===== src/rtl/bist_alu_ctrl.sv =====
// BIST controller for the ALU under self-test.
// An LFSR supplies pseudo-random operands while the opcode steps through
// every ALU function. Each ALU result is folded into a MISR. The final
// signature is compared against a golden value to raise FAULT_DETECTED.
module bist_alu_ctrl #(
    parameter int               WIDTH      = 8,
    parameter int               OPW        = 3,
    parameter int               NUM_OPS    = 8,
    parameter int               PATTERNS   = 64,
    parameter logic [15:0]      LFSR_SEED  = 16'hACE1,
    parameter logic [WIDTH-1:0] GOLDEN_SIG = 8'h00
) (
    input  logic             clk,
    input  logic             reset,
    input  logic             start,
    input  logic [WIDTH-1:0] alu_y,
    output logic [WIDTH-1:0] alu_a,
    output logic [WIDTH-1:0] alu_b,
    output logic [OPW-1:0]   alu_op,
    output logic             busy,
    output logic             done,
    output logic             FAULT_DETECTED,
    output logic [WIDTH-1:0] signature
);

    // The total vector count sets the counter width.
    // The terminal count ends RUN, so the counter never wraps.
    localparam int            N        = NUM_OPS * PATTERNS;
    localparam int            CW       = $clog2(N);
    localparam logic [CW-1:0] LAST     = CW'(N - 1);
    // An all-zero seed would lock the LFSR, so it is replaced by 1.
    localparam logic [15:0]   SEED_EFF = (LFSR_SEED == 16'h0000) ? 16'h0001 : LFSR_SEED;

    typedef enum logic [2:0] {
        IDLE  = 3'd0,
        INIT  = 3'd1,
        RUN   = 3'd2,
        CHECK = 3'd3,
        DONE  = 3'd4
    } state_t;

    state_t           state_q;
    logic [15:0]      lfsr_q;
    logic [15:0]      lfsr_d;
    logic [WIDTH-1:0] misr_q;
    logic [WIDTH-1:0] misr_d;
    logic [CW-1:0]    cnt_q;
    logic [CW-1:0]    cnt_d;
    logic [OPW-1:0]   op_d;
    logic [WIDTH-1:0] alu_a_q;
    logic [WIDTH-1:0] alu_b_q;
    logic [OPW-1:0]   alu_op_q;
    logic             busy_q;
    logic             done_q;
    logic             fault_q;

    // Next-step values for the LFSR, MISR, vector counter and opcode.
    // They are used only while vectors are being applied.
    always_comb begin
        lfsr_d = {lfsr_q[14:0], lfsr_q[15] ^ lfsr_q[13] ^ lfsr_q[12] ^ lfsr_q[10]};
        misr_d = {misr_q[6:0], misr_q[7] ^ misr_q[5] ^ misr_q[4] ^ misr_q[3]} ^ alu_y;
        cnt_d  = cnt_q + CW'(1);
        op_d   = OPW'(32'(cnt_d) / 32'(PATTERNS));
    end

    // Sequencer FSM with all outputs registered.
    // Reset aborts any run on the edge it is sampled.
    always_ff @(posedge clk) begin
        if (reset) begin
            state_q  <= IDLE;
            lfsr_q   <= SEED_EFF;
            misr_q   <= '0;
            cnt_q    <= '0;
            alu_a_q  <= '0;
            alu_b_q  <= '0;
            alu_op_q <= '0;
            busy_q   <= 1'b0;
            done_q   <= 1'b0;
            fault_q  <= 1'b0;
        end else begin
            case (state_q)
                IDLE: begin
                    if (start) begin
                        state_q <= INIT;
                        busy_q  <= 1'b1;
                    end
                end
                INIT: begin
                    lfsr_q   <= SEED_EFF;
                    misr_q   <= '0;
                    cnt_q    <= '0;
                    fault_q  <= 1'b0;
                    alu_a_q  <= SEED_EFF[15:8];
                    alu_b_q  <= SEED_EFF[7:0];
                    alu_op_q <= '0;
                    state_q  <= RUN;
                end
                RUN: begin
                    misr_q <= misr_d;
                    if (cnt_q == LAST) begin
                        state_q <= CHECK;
                    end else begin
                        lfsr_q   <= lfsr_d;
                        alu_a_q  <= lfsr_d[15:8];
                        alu_b_q  <= lfsr_d[7:0];
                        cnt_q    <= cnt_d;
                        alu_op_q <= op_d;
                    end
                end
                CHECK: begin
                    fault_q <= (misr_q != GOLDEN_SIG);
                    busy_q  <= 1'b0;
                    done_q  <= 1'b1;
                    state_q <= DONE;
                end
                DONE: begin
                    if (start) begin
                        state_q <= INIT;
                        busy_q  <= 1'b1;
                        done_q  <= 1'b0;
                    end
                end
                default: begin
                    state_q <= IDLE;
                    busy_q  <= 1'b0;
                    done_q  <= 1'b0;
                end
            endcase
        end
    end

    assign alu_a          = alu_a_q;
    assign alu_b          = alu_b_q;
    assign alu_op         = alu_op_q;
    assign busy           = busy_q;
    assign done           = done_q;
    assign FAULT_DETECTED = fault_q;
    assign signature      = misr_q;

endmodule


===== config.mk =====
export PLATFORM = sky130hd
export DESIGN_NAME = bist_alu_ctrl
export DESIGN_NICKNAME = d
export VERILOG_FILES = /design/src/rtl/bist_alu_ctrl.sv
export SDC_FILE = /design/constraint.sdc
export NUM_CORES = 1
export LEC_CHECK = 0
export BUFFER_PORTS_ARGS = -buffer_cell sky130_fd_sc_hd__buf_2
export CORE_MARGIN = 2
export CORE_UTILIZATION = 30
export DETAILED_ROUTE_END_ITERATION = 10
export PLACE_DENSITY = 0.46
export SYNTH_ARGS = -nofsm -noshare
export SYNTH_HDL_FRONTEND = slang
export SYNTH_SLANG_ARGS = --single-unit
export TNS_END_PERCENT = 5

===== constraint.sdc =====
create_clock -name clk -period 6.2 [get_ports clk]
set_input_delay 1.24 -clock clk [delete_from_list [all_inputs] [get_ports clk]]
set_output_delay 1.24 -clock clk [all_outputs]
set_load 0.1 [all_outputs]

Word-level counts from Yosys, hierarchy flattened
Index checks and enable logic that the tools add are counted.

word-level totals
  flip-flop bits (word level) = 58
  output and inout port bits = 30
  word-level logic and storage cells = 59

cells by class
  add/sub/neg operators = 1
  eq/ne operators = 9
  muxes and demuxes = 19
  bitwise gates (word level) = 9
  reductions and logical operators = 11

operators with widths
  operator             count
  $pmux 8 s2           3
  $pmux 16 s2          1
  $pmux 9 s2           1
  $mux 16              1
  $mux 8               2
  $pmux 3 s4           1
  $add 9x1->9 const B  1
  $eq 9x9->1 const B   1
  $mux 3               3
  $mux 9               1
  $reduce_and 2->1     4
  $reduce_bool 8->1    1
  $xor 8x8->8          1
  $eq 3x2->1 const B   2
  $ne 2x2->1 const B   3
  $pmux 3 s2           1
  $xor 1x1->1          6
  $pmux 1 s2           2
  $reduce_bool 2->1    2
  $reduce_or 2->1      2
  $eq 3x1->1 const B   1
  $eq 3x3->1 const B   1
  $logic_not 3->1      1
  $pmux 1 s3           1
  4 further kinds      6

Longest topological paths before layout
Gate-level depths: netlist (run 1).

  word-level depth = 5
  gate-level depth with buffers = 9
  mapped depth without buffers = 8

Worst setup path after synthesis (run 1)
No wires, ideal clock.

  path type = in2reg
  from = input port reset
  to = register cnt_q[3]
  arrival = 2,192 ps
  data required time = 6,141 ps
  slack = 3,949 ps
  cell stages on the path = 4
  path buffers = 1
  cells stage by stage = or2_2 > clkbuf_1 > or4_1 > nand2_1

RTL lines
  what                  RTL line  RTL
  from (decl)           14        input logic reset,
  to (signal assigned)  106       cnt_q <= cnt_d;
  to (decl)             47        logic [CW-1:0] cnt_q;

Worst setup path in the final report (run 1)
  from = register cnt_q[0]
  to = register cnt_q[4]

between the ends
  longest elaborated chain between the ends = 3

ends and longest elaborated chain
  what                                            RTL line
  $add 9x1->9 or $eq 9x9->1 (tied branches)       62, 100
  $mux 9 or $ne 2x2->1 (tied branches)            n/a
  $pmux 9 s2 or $reduce_and 2->1 (tied branches)  n/a

Parallel ways exist; a longest one is shown, timed or not. The select of a mux whose other input is x is not followed.
A chain may end at the register's enable or synchronous reset.

==> flow_summary.yaml, run 1 <==
run_status:
  status: "finished, final reports clean"
floorplan:
  start_util_pct: 31.4
  die_area_sq_mm: 0.00744
  core_sq_mm: 0.00646
  die_h_microns: 86.3
  fp-row-count: 29
  io_pins: 41
  fp.dieW_microns: 86.3
layout:
  drive_gt1_share_pct: 19.5
  area_growth_pct: 12.6
  nets: 279
  utilization_pct: 35.4
  fin_cells: 344
  fill_cells: 686
  diodes: 0
grt:
  grt_pass1_vias: 1523
  met3_usage_pct: 3.33
  antenna_found_initial: 0
  overflow: 0
  track_usage_pct: 12.5
  busiest_layer: "met2"
  grt_max_degree: 42
  met1_usage_pct: 17.5
  grt_pass1_wl_microns: 7340
  met2_usage_pct: 18.4
critical_path:
  cp_max_fo: 18
  cp_data_required_time_ns: 6.44
  r2r_start: "cnt_q[0]$_SDFFE_PP0P_"
  arrival_ns: 2.72
  rr_endpoint: "cnt_q[4]$_SDFFE_PP0P_"
  crit_type: "flop to flop"
  cp-start-kind: "flop"
  endpoint_kind: "flop"
  r2r_slack_ns: 3.73
  r2r_cells: 8
logic_synthesis:
  synth_simple_gate_area_share_pct: 22.5
  syn_inst: 241
  synthDistinctLibCells: 34
  synth_xor_area_share_pct: 7.58
  ys_seq_area_share_pct: 46.3
  synth_compound_area_share_pct: 15.1
  synth_top_family_by_area: "simple AND/OR/NAND/NOR gates"
  yosysWarnings: 0
  synth.cell_area_sq_mm: 0.00203
  synthAdderAreaFrac_pct: 1.23
  syn_nets: 254
  synth.avg_cell_area_sq_um: 8.43
  synth-seq-cells: 47
  synthMuxAreaShare_pct: 0
cts:
  cts_tree: "built"
  insertion_delay_ns: 0.30
  numCtsBuffers: 5
  root_buffer: "clkbuf_8"
  clk_transition_reported_paths_ns: 0.08
  post_cts_buffers: 0
  postCtsHoldBufs: 0
  clk_path_buf_depth: 2
  htreeDepth: 2
  cts_resized: 0
  clock-sinks: 47
pwr:
  vdd_drop_max_v: 0.0000931
  power_density_mw_per_mm2: 303
  p_leak_nw: 0.978
timing:
  holdWs_ns: 0.474
  slew_viol_final: 0
  setup_violations: 0
  slew_headroom_pct: 49.7
  fin_tns_setup_ns: 0
  worst_slew_pin_slew_ns: 0.755
  rsz0062_at_grt: "no"
  setup_ws_ns: 3.73
  clock_skew_ns: 0.00501
  min_period_over_period_pct: 39.9
  min_period_ns: 2.47
  fmax_mhz: 404
  finalHoldViolations: 0
route:
  routed_wl_microns: 4490
  first_pass_iters: 4
  routedWlPerCell_microns: 13.0
  drt_iter0_drc: 66
  drtAntennaViolNets: 0
  avgViaCountPerCell: 4.81
  vias: 1655
  drc: 0
placed_design:
  post-place-ws_ns: 3.50
  dpl.hpwl_microns: 3060
  port_buffers: 40
  place_inst: 336
  gp_congestion: 0.725
worst_hold_path:
  hold_start: "lfsr_q[0]$_SDFFE_PP1P_"
  hold_end: "lfsr_q[1]$_SDFFE_PP0P_"
  hp-class: "flop to flop"
  holdPathStages: 2
job:
  drv_cap: 0
## Yosys cell counts, drive strengths merged
master	n	area share (%)
nand3	13	3.2
xnor3	1	1.1
o211ai	2	0.74
nor4	2	0.62
buf	15	5.1
inv	3	0.55
a21oi	26	6.4
dfxtp	47	46
nor2b	1	0.31
nor3b	1	0.37
and4	1	0.43
or3	2	0.62
or2	1	0.31
xnor2	5	2.2
nor2	38	7.0
a211oi	1	0.37
or4b	1	0.49
a2111oi	1	0.74
a31oi	1	0.31
or4	2	0.74
o21ai	4	0.99
ha	2	1.2
xor2	10	4.3
or3b	1	0.55
nand2b	2	0.62
nor3	9	2.2
clkbuf	9	1.7
nand4	2	0.62
a22oi	8	3.0
o21bai	6	2.2
a21o	1	0.37
nand2	22	4.1
and3	1	0.31
## area by class of cell
type	instances	area, sq um	share of cell area, %
timing repair buffer	42	215	9.41
sequential	47	941	41.1
multi-input combinational	167	942	41.2
inverter	3	11.3	0.492
tap	77	96.3	4.21
clock buffer	7	76.3	3.34
clock inverter	1	5.00	0.219
## routing by layer
layer | routed length [microns] | vias up
met2 | 1870 | 35
met5 | 0 | -
met4 | 76 | 0
met3 | 215 | 8
li1 | - | 865
met1 | 2320 | 747
## worst max path at each step
stage,startpoint,endpoint,slack (ns)
finish,cnt_q[0]$_SDFFE_PP0P_,cnt_q[4]$_SDFFE_PP0P_,3.73
global route,cnt_q[0]$_SDFFE_PP0P_,cnt_q[3]$_SDFFE_PP0P_,3.59
CTS,cnt_q[0]$_SDFFE_PP0P_,cnt_q[4]$_SDFFE_PP0P_,3.70
detailed placement,reset,cnt_q[4]$_SDFFE_PP0P_,3.50
global placement,reset,cnt_q[3]$_SDFFE_PP0P_,3.52
floorplan,reset,cnt_q[3]$_SDFFE_PP0P_,3.95
## sequential cells by signal (all words and copies together) (netlist names)
register,cells
cnt_q,9
state_q,3
FAULT_DETECTED,1
signature,8
alu_b,4
lfsr_q,16
alu_a,4
busy,1
done,1
## per-stage QoR
stage	power, mW	instance area (sq um)
after global routing	0.730	2290
after detailed placement	0.523	2210
final	0.693	2290
after CTS	0.703	2290
after floorplan	0.491	2030
after global placement	0.522	2210
## placed cells by master, fill, tap and decap left out, types with 3 or more instances in the layout
cell      count
xor2_1       10
nor2_1       38
inv_1         3
o21ai_0       4
buf_2        40
nor3_1        9
nand3_1      13
xnor2_1       5
nand2_1      22
clkbuf_8      5
o21bai_1      6
dfxtp_1      47
a22oi_1       8
a21oi_1      26
## critical path, stage by stage, from the launching register on
cell and delay [ns]:
dfxtp_1 0.36, ha_1 0.24, nand2_1 0.09, nor2_1 0.06
ha_1 0.22, or3b_4 0.41, a21o_1 0.40, or4_1 0.57
nand2_1 0.07
## where the power goes
group	internal, mW	switching (mW)	total, mW
registers	0.319	0.0163	0.335
clock network	0.0793	0.0994	0.179
logic	0.0391	0.140	0.179
total	0.437	0.255	0.693
## logic make-up (layout without fill, tap and decap cells)
group / Yosys count / after routing
XOR/XNOR: 16 / 16
adder cells (fa/ha/maj): 2 / 2
flip-flops: 47 / 47
AO/OA/AOI/OAI: 50 / 50
AND/OR/NAND/NOR: 99 / 99
buffers and inverters: 27 / 53
Power figures use the tool's default switching activity.
==> run 2: changes to the inputs <==
--- a/config.mk
+++ b/config.mk
@@ -5,11 +5,12 @@
 export SDC_FILE = /design/constraint.sdc
 export NUM_CORES = 1
 export LEC_CHECK = 0
+export ABC_AREA = 1
 export BUFFER_PORTS_ARGS = -buffer_cell sky130_fd_sc_hd__buf_2
 export CORE_MARGIN = 2
 export CORE_UTILIZATION = 30
 export DETAILED_ROUTE_END_ITERATION = 10
-export PLACE_DENSITY = 0.46
+export PLACE_DENSITY = 0.47
 export SYNTH_ARGS = -nofsm -noshare
 export SYNTH_HDL_FRONTEND = slang
 export SYNTH_SLANG_ARGS = --single-unit
==> constraint.sdc (replaced) <==
create_clock -name clk -period 2 [get_ports clk]
set_input_delay 0.4 -clock clk [delete_from_list [all_inputs] [get_ports clk]]
set_output_delay 0.4 -clock clk [all_outputs]
set_load 0.1 [all_outputs]
==> run 2 against run 1 <==
Effect of this change: sequential power rose to 3.4 times the previous value; critical endpoint is now lfsr_q[13]$_SDFFE_PP1P_; combinational power rose to 6.6 times the previous value; routed wire length rose by 9.6%; synthesized cell count rose by 14%; flip-flop and latch count did not move; largest power group is now combinational cells; highest routed layer unchanged; die area rose by 2.8%.
==> flow_summary.yaml, run 2 <==
run_status:
  status: "finished, final reports clean"
route:
  avgViaCountPerCell: 4.67
  vias: 1831
  drc: 0
  routed_wl_microns: 4920
  drt_iter0_drc: 61
  drtAntennaViolNets: 0
  routedWlPerCell_microns: 12.5
  first_pass_iters: 4
critical_path:
  r2r_start: "cnt_q[1]$_SDFFE_PP0P_"
  arrival_ns: 2.08
  crit_type: "flop to flop"
  cp-start-kind: "flop"
  cp_data_required_time_ns: 2.19
  endpoint_kind: "flop"
  cp-startpoint: "cnt_q[1]$_SDFFE_PP0P_"
  cp_max_fo: 8
floorplan:
  fp-row-count: 30
  start_util_pct: 30.9
  io_pins: 41
  core_sq_mm: 0.00676
  die_h_microns: 87.5
  fp.dieW_microns: 87.5
  die_area_sq_mm: 0.00765
layout:
  nets: 324
  regMostFlops: "lfsr_q"
  fin_cells: 392
  diodes: 0
  drive_gt1_share_pct: 24.0
  area_growth_pct: 19.2
  fill_cells: 732
  regArea_sq_um: 943
  multi_input_area_sq_um: 957
  most-common-layout-cells: "nand2_1, dfxtp_1, buf_2"
  final_common_cell: "nand2_1"
  largest_register_ffs: 16
  utilization_pct: 36.9
pwr:
  switching_share_pct: 44.4
  switchingPower_mw: 1.36
  power_density_mw_per_mm2: 1230
  power_frac_seq_pct: 37.5
  power_frac_clock_pct: 23.8
  finalPower_mw: 3.06
  vdd_drop_max_v: 0.000398
  comb_power_share_pct: 38.7
  p_int_mw: 1.70
  p_leak_nw: 1.12
placed_design:
  gp_congestion: 0.858
  place_inst: 379
  dpl.hpwl_microns: 3210
  post-place-ws_ns: -0.00637
  port_buffers: 40
logic_synthesis:
  yosysWarnings: 0
  synth-edff-count: 0
  yosys.area.top_type_share_pct: 45.0
  syn_inst: 274
  synthDistinctLibCells: 28
  ys_seq_area_share_pct: 45.0
  synth_ff_type: "dfxtp_1"
  synth_xor_area_share_pct: 2.09
  synthAdderAreaFrac_pct: 1.20
  synth_area_leaders: "dfxtp_1, nand2_1, a21oi_1"
  synth.most_common_cell: "nand2_1"
  async_flop_share_pct: 0
  synth-seq-cells: 47
  syn_nets: 287
  synth_compound_area_share_pct: 15.3
  synth_top_family_by_area: "simple AND/OR/NAND/NOR gates"
  synth.cell_area_sq_mm: 0.00209
  netlist_top_cells_count: "nand2_1, dfxtp_1, a21oi_1"
  synth.largest_area_cell: "dfxtp_1"
  synth.avg_cell_area_sq_um: 7.63
  synth_simple_gate_area_share_pct: 24.9
  synthMuxAreaShare_pct: 0
worst_hold_path:
  hp-class: "input port to flop"
  hold_start: "start"
grt:
  grt_max_degree: 28
  met2_usage_pct: 20.9
  track_usage_pct: 13.2
  busiest_layer: "met2"
  grt_pass1_wl_microns: 7970
  met1_usage_pct: 17.8
  antenna_found_initial: 0
  met3_usage_pct: 3.70
  grt_pass1_vias: 1707
  overflow: 0
cts:
  clk_path_buf_depth: 2
  root_buffer: "clkbuf_8"
  cts_tree: "built"
  insertion_delay_ns: 0.30
  clk_transition_reported_paths_ns: 0.10
  htreeDepth: 2
  numCtsBuffers: 5
  clock-sinks: 47
timing:
  slew_headroom_pct: 67.4
  clock_skew_ns: 0.00741
  rsz0062_at_grt: "yes"
  fmax_mhz: 529
  slew_viol_final: 0
  finalHoldViolations: 0
  worst_slew_pin_slew_ns: 0.493
  setup_ws_ns: 0.111
  min_period_over_period_pct: 94.4
  min_period_ns: 1.89
  setup_violations: 0
  holdWs_ns: 0.356
job:
  drv_cap: 0
run 2: cell count changes after synthesis, moves of 4 or more:
cell	before	now
a22oi_1	8	0
o21ai_0	4	13
a21oi_1	26	33
o21bai_1	6	0
nand2_1	22	64
clkbuf_1	9	3
o21a_1	0	4
nor2_1	38	17
xor2_1	10	3
nor3_1	9	3
inv_1	3	19
o21ai_1	0	6
nand3_1	13	24
run 2: power groups by stage:
stage	sequential, mW	combinational (mW)	clock [mW]
3_3_place_gp	1.17	1.10	0
3_5_place_dp	1.17	1.10	0
5_1_grt	1.17	1.29	0.792
4_1_cts	1.15	1.11	0.755
6_report	1.15	1.18	0.728
2_1_floorplan	1.60	0.509	0
run 2: cells by family (layout without fill, tap and decap cells):
group | after synthesis | in the layout
DFF | 47 | 47
and+or+nand+nor | 117 | 118
buffers and inverters | 43 | 80
adders and majority gates | 2 | 2
xor gates and xnor gates | 5 | 5
AOI/OAI and AO/OA | 60 | 60
run 2: path summary, 6_finish.rpt:
kind              depth (start not counted)  slack, ns                      end
setup / recovery                         11       0.11  lfsr_q[13]$_SDFFE_PP1P_
setup reg to reg                         11       0.11  lfsr_q[13]$_SDFFE_PP1P_
hold reg to reg                           2       0.46    cnt_q[4]$_SDFFE_PP0P_
hold / removal                            3       0.36        busy$_SDFFE_PP0P_
run 2: layout make-up:
type | instances | share of cell area, %
multi-input cells | 185 | 38.4
flip-flops and latches | 47 | 37.9
repair buffers | 49 | 10.9
well taps | 80 | 4.02
inverters | 22 | 3.82
clock buffers | 5 | 2.76
clock inverters | 3 | 1.91
repair inverters | 1 | 0.351
run 2: per-layer routing:
metal / vias up / share of wire, %
li1: 968 / -
met1: 823 / 50
met2: 32 / 44
met3: 8 / 4.4
met4: 0 / 1.4
met5: - / 0
run 2: worst max-delay path: stages, from the launching register on:
cell and delay [ns]:
dfxtp_2 0.35, ha_1 0.16, nand2_1 0.08, nor3_2 0.20, nand2_1 0.10, nor2_2 0.09
ha_1 0.15, nand3b_4 0.16, buf_4 0.14, nand2_4 0.09, o21ai_1 0.15, nand3_1 0.10
run 2: through the flow:
stage	cell area, sq um	setup TNS (ns)
2_1_floorplan	2090	0
3_3_place_gp	2280	0
4_1_cts	2410	0
6_report	2490	0
3_5_place_dp	2280	-0.00637
5_1_grt	2490	-0.254
run 2: timing repair:
| action | CTS | global route |
|---|---|---|
| setup buffers | 0 | 3 |
| gates resized for setup | 2 | 11 |
| cloned | 0 | 2 |
| endpoints found under the setup margin | 1 | 33 |
| hold buffers | 0 | 0 |
| pin swaps | 0 | 3 |
==> run 3: changes to the inputs <==
--- a/config.mk
+++ b/config.mk
@@ -7,10 +7,12 @@
 export LEC_CHECK = 0
 export ABC_AREA = 1
 export BUFFER_PORTS_ARGS = -buffer_cell sky130_fd_sc_hd__buf_2
+export CELL_PAD_IN_SITES_DETAIL_PLACEMENT = 0
+export CELL_PAD_IN_SITES_GLOBAL_PLACEMENT = 1
 export CORE_MARGIN = 2
 export CORE_UTILIZATION = 30
 export DETAILED_ROUTE_END_ITERATION = 10
-export PLACE_DENSITY = 0.47
+export PLACE_DENSITY = 0.62
 export SYNTH_ARGS = -nofsm -noshare
 export SYNTH_HDL_FRONTEND = slang
 export SYNTH_SLANG_ARGS = --single-unit
==> run 3 against run 2 <==
Effect of this change: critical path depth unchanged; global-route usage decreased by 0.10 points; setup slack got worse by 0.0096 ns; flip-flop and latch count unchanged; clock power increased by 13%; worst hold slack improved by 0.0092 ns.
==> flow_summary.yaml, run 3 (synthesized netlist as in run 2, its figures left out) <==
floorplan:
  start_util_pct: 30.9
  io_pins: 41
  fp.dieW_microns: 87.5
  die_h_microns: 87.5
  core_sq_mm: 0.00676
  fp-row-count: 30
  die_area_sq_mm: 0.00765
critical_path:
  arrival_ns: 2.09
  slowest_delay_ns: 0.38
  cp-start-kind: "flop"
  cp_slowest_cell: "dfxtp_4"
  cp_data_required_time_ns: 2.19
  endpoint_kind: "flop"
  path_buf_inv: 1
  crit_chain: "ha_4 > nand2_2 > nor3_2 > nand2_1 > nor2_1 > ha_1 > nand3b_4 > nand2_8 > buf_8 > o21ai_1 > nand3_1"
  cp_max_fo: 7
  crit_type: "flop to flop"
  path_delay_family: "simple AND/OR/NAND/NOR gates"
grt:
  met3_usage_pct: 3.51
  overflow: 0
  grt_max_degree: 28
  antenna_found_initial: 0
  grt_pass1_vias: 1590
  track_usage_pct: 13.1
  met1_usage_pct: 18.7
  grt_pass1_wl_microns: 7820
  busiest_layer: "met2"
  met2_usage_pct: 19.2
timing:
  fmax_mhz: 527
  min_period_over_period_pct: 94.9
  slew_viol_final: 0
  finalHoldViolations: 0
  clock_skew_ns: 0.00911
  worst_slew_pin_slew_ns: 0.499
  slew_headroom_pct: 66.9
  setup_violations: 0
  min_period_ns: 1.90
cts:
  htreeDepth: 2
  insertion_delay_ns: 0.30
  clock-sinks: 47
  cts_tree: "built"
  clk_transition_reported_paths_ns: 0.09
  root_buffer: "clkbuf_8"
  clk_path_buf_depth: 2
  numCtsBuffers: 5
pwr:
  comb_power_share_pct: 38.5
  p_leak_nw: 1.14
  power_frac_seq_pct: 35.9
  switchingPower_mw: 1.36
  p_int_mw: 1.86
  vdd_drop_max_v: 0.000424
  finalPower_mw: 3.22
  switching_share_pct: 42.3
  power_frac_clock_pct: 25.6
  power_density_mw_per_mm2: 1250
route:
  vias: 1853
  drtAntennaViolNets: 0
  drc: 0
  routedWlPerCell_microns: 12.9
  first_pass_iters: 4
  routed_wl_microns: 5040
  drt_iter0_drc: 75
  avgViaCountPerCell: 4.73
layout:
  largest_register_ffs: 16
  area_growth_pct: 22.9
  fin_cells: 392
  diodes: 0
  fill_cells: 710
  final_common_cell: "nand2_1"
  regMostFlops: "lfsr_q"
  drive_gt1_share_pct: 24.4
  nets: 324
  most-common-layout-cells: "nand2_1, dfxtp_1, buf_2"
placed_design:
  gp_congestion: 0.707
  port_buffers: 40
  place_inst: 379
  dpl.hpwl_microns: 3290
job:
  drv_cap: 0
worst_hold_path:
  hp-class: "input port to flop"
run_status:
  status: "finished, final reports clean"
[run 3: worst min-delay path, stage by stage]
cell     delay (ns)
buf_2          0.11
nand2_1        0.05
a21oi_1        0.05
[run 3: cell type report]
type	instances	area (sq um)	area share (%)
inverters	22	109	4.24
clock inverters	2	60.1	2.34
clock buffers	6	72.6	2.83
repair inverters	1	11.3	0.438
multi-input cells	185	973	37.9
well taps	80	100	3.90
flip-flops and latches	47	946	36.8
repair buffers	49	297	11.5
[run 3: power by group through the flow]
stage	logic (mW)	clock network, mW	registers, mW
after global routing	1.33	0.882	1.17
after global placement	1.10	0	1.17
after floorplan	0.509	0	1.60
after CTS	1.11	0.847	1.15
final	1.24	0.826	1.16
after detailed placement	1.10	0	1.17
[run 3: path summary, 6_finish.rpt]
check                            end  slack, ns                   from  cells after the start
max          lfsr_q[13]$_SDFFE_PP1P_       0.10  cnt_q[0]$_SDFFE_PP0P_                     11
min reg2reg    cnt_q[4]$_SDFFE_PP0P_       0.46  cnt_q[4]$_SDFFE_PP0P_                      2
max reg2reg  lfsr_q[13]$_SDFFE_PP1P_       0.10  cnt_q[0]$_SDFFE_PP0P_                     11
min                busy$_SDFFE_PP0P_       0.37                  start                      3
[run 3: per-stage QoR]
stage          utilization, %  worst slack (ns)  hold slack (ns)  instance area (sq um)  TNS, ns
2_1_floorplan               -             0.229            0.424                   2090        0
3_3_place_gp             33.8            0.0649            0.442                   2280        0
3_5_place_dp             33.8           -0.0129            0.447                   2280  -0.0129
4_1_cts                  35.9            0.0457            0.358                   2420        0
5_1_grt                  38.0           -0.0142            0.396                   2570  -0.0142
6_report                 38.0             0.102            0.366                   2570        0
[run 3: routing by layer]
metal	share of wire (%)	vias to the layer above	routed length, microns
met4	1.2	0	58
li1	-	965	-
met5	0	-	0
met3	4.2	7	210
met1	50	844	2500
met2	45	37	2270
[run 3: timing repair]
action | CTS | global route
hold buffers | 0 | 0
gates cloned | 0 | 3
endpoints found under the hold margin | 0 | 0
gates resized for setup | 2 | 20
setup endpoints to repair | 1 | 29
setup buffers | 0 | 2
pin swaps | 0 | 3
